--- src/rtl/alu_cmd_pipeline.sv ---
// alu_cmd_pipeline: small command FIFO in front of a purely combinational
// ALU, plus a registered response stage behind it. Gives the ALU a
// registered, back-pressurable pipeline boundary on both sides.
//
// Handshakes (cmd_* and rsp_*): a transfer happens on a rising clk edge where
// valid && ready are both high; the sender holds valid and payload stable
// until that edge; ready never depends combinationally on valid.
module alu_cmd_pipeline #(
  parameter int WIDTH = 8,
  parameter int DEPTH = 4
) (
  input  logic                   clk,
  input  logic                   rst_n,
  input  logic                   cmd_valid,
  output logic                   cmd_ready,
  input  logic [3:0]             cmd_opcode,
  input  logic [WIDTH-1:0]       cmd_a,
  input  logic [WIDTH-1:0]       cmd_b,
  input  logic [4:0]             cmd_shift,
  input  logic [3:0]             cmd_tag,
  output logic [3:0]             alu_opcode,
  output logic [WIDTH-1:0]       alu_input1,
  output logic [WIDTH-1:0]       alu_input2,
  output logic [4:0]             alu_shiftValue,
  input  logic [WIDTH-1:0]       alu_result,
  input  logic                   alu_carry,
  output logic                   rsp_valid,
  input  logic                   rsp_ready,
  output logic [WIDTH-1:0]       rsp_result,
  output logic                   rsp_carry,
  output logic                   rsp_err,
  output logic [3:0]             rsp_tag,
  output logic [$clog2(DEPTH):0] count,
  output logic [15:0]            ops_done
);

  localparam int AW = $clog2(DEPTH);
  localparam int CW = AW + 1;

  localparam logic [3:0] OP_ADD = 4'd0;
  localparam logic [3:0] OP_SUB = 4'd1;
  localparam logic [3:0] OP_AND = 4'd2;
  localparam logic [3:0] OP_OR  = 4'd3;
  localparam logic [3:0] OP_ROL = 4'd4;
  localparam logic [3:0] OP_SRA = 4'd5;
  localparam logic [3:0] OP_XOR = 4'd6;
  localparam logic [3:0] OP_SGT = 4'd7;

  logic [3:0]       op_mem    [DEPTH];
  logic [WIDTH-1:0] a_mem     [DEPTH];
  logic [WIDTH-1:0] b_mem     [DEPTH];
  logic [4:0]       shift_mem [DEPTH];
  logic [3:0]       tag_mem   [DEPTH];

  logic [AW-1:0]    wr_ptr;
  logic [AW-1:0]    rd_ptr;
  logic             started;
  logic             empty;
  logic             push;
  logic             pop;

  logic [WIDTH-1:0] cap_result;
  logic             cap_carry;
  logic             cap_err;

  // cmd_ready is held low until the first clock after reset release, and
  // otherwise looks only at the registered occupancy (no same-cycle pop).
  assign empty     = (count == '0);
  assign cmd_ready = started && (count < CW'(DEPTH));
  assign push      = cmd_valid && cmd_ready;
  assign pop       = !empty && (!rsp_valid || rsp_ready);

  // The ALU is fed straight from the head entry's storage; zeros when empty.
  assign alu_opcode     = empty ? '0 : op_mem[rd_ptr];
  assign alu_input1     = empty ? '0 : a_mem[rd_ptr];
  assign alu_input2     = empty ? '0 : b_mem[rd_ptr];
  assign alu_shiftValue = empty ? '0 : shift_mem[rd_ptr];

  // Set once after reset release so cmd_ready stays low during reset.
  always_ff @(posedge clk or negedge rst_n) begin
    if (!rst_n) started <= 1'b0;
    else        started <= 1'b1;
  end

  // FIFO storage: write the incoming command at the write pointer.
  always_ff @(posedge clk or negedge rst_n) begin
    if (!rst_n) begin
      for (int i = 0; i < DEPTH; i++) begin
        op_mem[i]    <= '0;
        a_mem[i]     <= '0;
        b_mem[i]     <= '0;
        shift_mem[i] <= '0;
        tag_mem[i]   <= '0;
      end
    end else if (push) begin
      op_mem[wr_ptr]    <= cmd_opcode;
      a_mem[wr_ptr]     <= cmd_a;
      b_mem[wr_ptr]     <= cmd_b;
      shift_mem[wr_ptr] <= cmd_shift;
      tag_mem[wr_ptr]   <= cmd_tag;
    end
  end

  // Pointers wrap naturally (DEPTH is a power of two); count tracks occupancy.
  always_ff @(posedge clk or negedge rst_n) begin
    if (!rst_n) begin
      wr_ptr <= '0;
      rd_ptr <= '0;
      count  <= '0;
    end else begin
      if (push) wr_ptr <= wr_ptr + 1'b1;
      if (pop)  rd_ptr <= rd_ptr + 1'b1;
      case ({push, pop})
        2'b10:   count <= count + 1'b1;
        2'b01:   count <= count - 1'b1;
        default: count <= count;
      endcase
    end
  end

  // Capture value: pass the ALU through, force carry to zero where it has no
  // meaning, compute SGT locally, and flag opcodes the ALU does not define.
  always_comb begin
    cap_result = '0;
    cap_carry  = 1'b0;
    cap_err    = 1'b0;
    case (alu_opcode)
      OP_ADD, OP_SUB: begin
        cap_result = alu_result;
        cap_carry  = alu_carry;
      end
      OP_AND, OP_OR, OP_ROL, OP_SRA, OP_XOR: begin
        cap_result = alu_result;
      end
      OP_SGT: begin
        cap_result = {{(WIDTH-1){1'b0}}, ($signed(alu_input1) > $signed(alu_input2))};
      end
      default: begin
        cap_err = 1'b1;
      end
    endcase
  end

  // Response register: load on pop, clear on a handshake with no new load,
  // otherwise hold; count every completed response.
  always_ff @(posedge clk or negedge rst_n) begin
    if (!rst_n) begin
      rsp_valid  <= 1'b0;
      rsp_result <= '0;
      rsp_carry  <= 1'b0;
      rsp_err    <= 1'b0;
      rsp_tag    <= '0;
      ops_done   <= '0;
    end else begin
      if (pop) begin
        rsp_valid  <= 1'b1;
        rsp_result <= cap_result;
        rsp_carry  <= cap_carry;
        rsp_err    <= cap_err;
        rsp_tag    <= tag_mem[rd_ptr];
      end else if (rsp_ready) begin
        rsp_valid  <= 1'b0;
      end
      if (rsp_valid && rsp_ready) ops_done <= ops_done + 16'd1;
    end
  end

endmodule
--- config.mk ---
export PLATFORM = sky130hd
export DESIGN_NAME = alu_cmd_pipeline
export DESIGN_NICKNAME = d
export VERILOG_FILES = /design/src/rtl/alu_cmd_pipeline.sv
export SDC_FILE = /design/constraint.sdc
export NUM_CORES = 1
export LEC_CHECK = 0
export BUFFER_PORTS_ARGS = -buffer_cell sky130_fd_sc_hd__buf_2
export CAP_MARGIN = 20
export CORE_MARGIN = 2
export CORE_UTILIZATION = 45
export CTS_BUF_LIST = sky130_fd_sc_hd__clkbuf_8
export DETAILED_ROUTE_END_ITERATION = 8
export PLACE_DENSITY = 0.66
export SYNTH_ARGS = -nofsm -noshare
export SYNTH_HDL_FRONTEND = slang
export SYNTH_SLANG_ARGS = --single-unit
--- constraint.sdc ---
create_clock -name clk -period 4.5 [get_ports clk]
set_input_delay 0.45 -clock clk [delete_from_list [all_inputs] [get_ports clk]]
set_output_delay 0.45 -clock clk [all_outputs]
set_load 0.02 [all_outputs]
==> impl.org <==
** Critical path
- Launching element type of the critical path :: register
- Of all nets on the critical path, the largest fanout is 26.
- The critical path ends at rsp_result[0].
- Worst flop-to-flop path endpoint :: rsp_result[0]
- Endpoint required time on the critical path :: about 4.8 ns
- For the worst setup path, the data arrival time is roughly 3.7 ns.
- The worst register-to-register path has a setup slack of around 1.2 ns.
- Type of the worst setup path :: register to register
- Reg2reg start :: rd_ptr[1]
- CP endpoint kind :: register
- Worst r2r path cells :: 9
- In this run the worst setup path begins at rd_ptr[1].

** STA
- Slew of the pin with the lowest slew margin :: approximately 1.1 ns
- Highest attainable clock frequency :: roughly 300 MHz
- For the final database, setup skew stands at between 0.01 and 0.015 ns.
- The worst path needs between 3 and 4 ns of the cycle, external delays included.
- Total Negative Setup Slacks :: 0 ns
- In the post-route analysis, the smallest setup slack over all paths is around 1.2 ns.
- Final slew viol count :: 0
- After layout, the worst path uses about three quarters of the clock period.
- Setup repair after global routing left no endpoint under its margin.
- In this run the tightest slew margin relative to its limit is between 20% and 30%.
- Final setup violating endpoints :: 0
- The final count of hold timing violations is 0.

** Synth
- Number of instances in the synthesized netlist :: 505
- Sequential fraction of the synthesis area :: a little over half
- Largest cells by area after synthesis :: sky130_fd_sc_hd__dfrtp_1 (54%), sky130_fd_sc_hd__mux2_1 (20%), sky130_fd_sc_hd__mux4_2 (7.3%)
- Among all flip-flop cells after synthesis, the most frequent one is sky130_fd_sc_hd__dfrtp_1.
- Mapped Avg Cell Area :: 14.1 um2
- Yosys top cell by area :: sky130_fd_sc_hd__dfrtp_1
- Distinct cells, synth :: 43
- For this run, the number of Yosys warnings is 0.
- Asr flop ratio synth :: between 90% and 100%
- The synthesized design contains 155 register bits.
- Share of Yosys cell area claimed by the top area cell type :: 54.3%
- After synthesis the cells add up to just over 7000 um2.
- When the netlist entered floorplanning its net count stood at 561.
- In this run, synthesis inferred 0 flip-flops with an integrated enable.

** Global route
- The initial antenna violation count is 0.
- The total overflow left after global routing is 0.
- Number of global-route vias before repair :: 4,748
- The first global-routing pass estimated approximately 25,000 um of wire.
- Overall Global Routing Usage :: about a fifth
- Entering global routing, the biggest net connects 123 pins.

** Layout
- Measured on the finished design, the core utilization comes to between 50% and 60%.
- Share of final-layout standard cells stronger than drive strength 1 :: around 28%
- Area grow syn2layout :: 16.5%
- The final layout contains 667 nets.
- Antenna fix cells :: 0
- Area of all placed cells without fillers :: between 8000 and 9000 um2
- After filler insertion, the fill cell instance count of the layout stands at 1,357.
- The library cells used most frequently in the layout, excluding fill and tap cells, are sky130_fd_sc_hd__dfrtp_1 (153), sky130_fd_sc_hd__mux2_1 (125), sky130_fd_sc_hd__buf_2 (100).
- Most frequent standard cell in the layout excluding fill and tap cells :: sky130_fd_sc_hd__dfrtp_1

** Placed design
- In this run the tool buffered the top-level ports with 101 buffer cells.
- The congestion estimate from routability-driven global placement came to between 0.7 and 0.8.
- Before CTS, the worst setup slack after placement is approximately 1.2 ns.
- Cell area reported after detailed placement :: about 8000 um2
- Summed over all nets, the half-perimeter wirelength after detailed placement is around 10,000 um.

** Detailed routing
- The first TritonRoute pass finished after 6 iterations.
- For this block, the via count after detailed routing is roughly 4,400.
- Dividing the detail-routed wire length by the instance count gives 17.7 um.
- In the routed layout, each cell is associated on average with a via count of between 5 and 6.
- Antenna viol nets, final :: 0
- Wire length reported by the detailed router :: approximately 15,000 um
- In the routed design, unresolved DRC markers number 0.
- The first routing iteration left between 200 and 250 violations.

** Floorplanning
- The die is 130 um tall.
- For this design the top-level I/O count stands at between 100 and 150.
- In this run the standard cell core region covers between 15,000 and 20,000 um2.
- Row generation in the floorplan step produced 46 rows.
- Initial core utilization :: a little under half
- The die is 130 um wide.
- The die covers 16,900 um2.

** Clocking
- After clock tree synthesis, the repair step resized 0 gates.
- Number of buffers between clock root and the deepest sink :: 2
- Clock slew at the register clock pins of the worst setup and hold paths :: roughly 0.1 ns
- TritonCTS built the clock tree.
- Inserted Clock Buffers :: 17
- At the later pin of the worst-skew pair, clock insertion delay measures between 0.4 and 0.5 ns.
- The H-tree was split into 4 levels.
- The clock net in this run drives a total of around 160 sinks.
- The tree is rooted in a sky130_fd_sc_hd__clkbuf_8.

** Status
- Result of the run :: finished clean

** Power
- In this run the power density over the cells is between 700 and 800 nW/um2.
- Static leakage power :: between 3 and 4 nW
- Cell internal power was estimated by the tool at about 0.004 W.
- Clock share of power :: approximately 17%
- Proportion of power drawn by combinational gates :: a little under half
- In this run the power spent charging and discharging nets is between 0.002 and 0.003 W.
- IR analysis of the VDD net gives a maximum drop of ~0.39 mV.
- Share of total power in sequential cells :: between 30% and 40%
- Switch share :: between 30% and 40%

** Hold path
- Path category of the worst min-delay check :: input pin to register
- Worst Hold Depth :: 2

** Flow run
- Maximum Capacitance Violations :: 0
-- how the worst min path moves through the flow --
stage / startpoint / to / slack [ns]
after global placement: ops_done[15] / ops_done[15] / 0.45
after detailed placement: ops_done[15] / ops_done[15] / 0.45
final: alu_result[2] / rsp_result[2] / 0.22
after global routing: alu_result[2] / rsp_result[2] / 0.17
after floorplan: rst_n / a_mem[0] / 0.15
after CTS: alu_result[2] / rsp_result[2] / 0.18
-- worst max-delay path, stage by stage (launching register included) --
cell and delay, ns:
sky130_fd_sc_hd__dfrtp_2 0.80, sky130_fd_sc_hd__mux2_2 0.41, sky130_fd_sc_hd__o21ai_1 0.12, sky130_fd_sc_hd__or2_1 0.15, sky130_fd_sc_hd__ha_1 0.25, sky130_fd_sc_hd__a21o_1 0.18, sky130_fd_sc_hd__a2111oi_0 0.87, sky130_fd_sc_hd__o2111ai_1 0.21
sky130_fd_sc_hd__o211ai_1 0.14, sky130_fd_sc_hd__o31ai_1 0.09
-- cell usage after synthesis (3+ instances only) --
cell type and count:
sky130_fd_sc_hd__a22o_1 7, sky130_fd_sc_hd__and2_1 20, sky130_fd_sc_hd__buf_2 13, sky130_fd_sc_hd__clkbuf_1 8
sky130_fd_sc_hd__dfrtp_1 155, sky130_fd_sc_hd__ha_1 13, sky130_fd_sc_hd__inv_1 14, sky130_fd_sc_hd__mux2_1 125
sky130_fd_sc_hd__mux2_2 3, sky130_fd_sc_hd__mux2i_1 7, sky130_fd_sc_hd__mux4_2 23, sky130_fd_sc_hd__nand2_1 28
sky130_fd_sc_hd__nand3_1 4, sky130_fd_sc_hd__nand4_1 6, sky130_fd_sc_hd__nor2_1 6, sky130_fd_sc_hd__nor2b_1 4
sky130_fd_sc_hd__o21ai_1 9, sky130_fd_sc_hd__or2_1 7, sky130_fd_sc_hd__xnor2_1 15, sky130_fd_sc_hd__xor2_1 10
-- stage by stage --
step / cells / hold slack (ns) / power [W]
5_1_grt: 840 / 0.172 / 0.00698
6_report: 840 / 0.217 / 0.00647
2_1_floorplan: 505 / 0.154 / 0.00452
3_3_place_gp: 806 / 0.452 / 0.00531
3_5_place_dp: 806 / 0.453 / 0.00544
4_1_cts: 838 / 0.182 / 0.00655
-- registers in the layout, indices dropped and copies added (netlist names), 4 cells and up --
| name | cells |
|---|---|
| b_mem | 32 |
| a_mem | 32 |
| rsp_result | 8 |
| op_mem | 16 |
| tag_mem | 16 |
| rsp_tag | 4 |
| shift_mem | 20 |
| ops_done | 16 |
-- power groups by stage --
stage               combinational [W]  sequential (W)  clock (W)
CTS                           0.00295         0.00248    0.00112
detailed placement            0.00293         0.00251          0
finish                        0.00292         0.00247    0.00108
floorplan                     0.00209         0.00243          0
global placement              0.00285         0.00246          0
global route                  0.00321         0.00258    0.00119
-- area by class of cell --
| type | instances | area (um2) | share of cell area (%) |
|---|---|---|---|
| clock inverters | 15 | 175 | 2.11 |
| clock buffers | 17 | 234 | 2.81 |
| well taps | 216 | 270 | 3.25 |
| inverters | 16 | 60.1 | 0.722 |
| flip-flops and latches | 155 | 3880 | 46.7 |
| multi-input cells | 310 | 3080 | 37.1 |
| repair buffers | 111 | 609 | 7.33 |
-- per-layer routing --
layer	track usage [%]	up-vias	part of all wire, %
met5	0	-	0
li1	-	2008	-
met3	5.99	15	5.5
met1	25.3	2256	45
met2	32.0	109	48
met4	4.87	0	1.3
-- cells by family (layout without fill, tap and decap cells) --
kind of cell | count (synthesis) | in the layout | synth area share (%)
XOR/XNOR | 25 | 25 | 3.07
other | 1 | 1 | 0.0525
adder cells (fa/ha/maj) | 14 | 14 | 2.56
flip-flops | 155 | 155 | 54.3
AO/OA/AOI/OAI | 28 | 28 | 2.82
buffers and inverters | 40 | 159 | 2.44
AND/OR/NAND/NOR | 84 | 84 | 6.28
multiplexers | 158 | 158 | 28.4
-- what timing repair did --
action,4_1_cts,5_1_grt
hold buffers,0,1
setup buffers,0,0
hold endpoints to repair,0,25
endpoints found under the setup margin,0,0
Note: power is estimated with default switching activity, not from simulation.
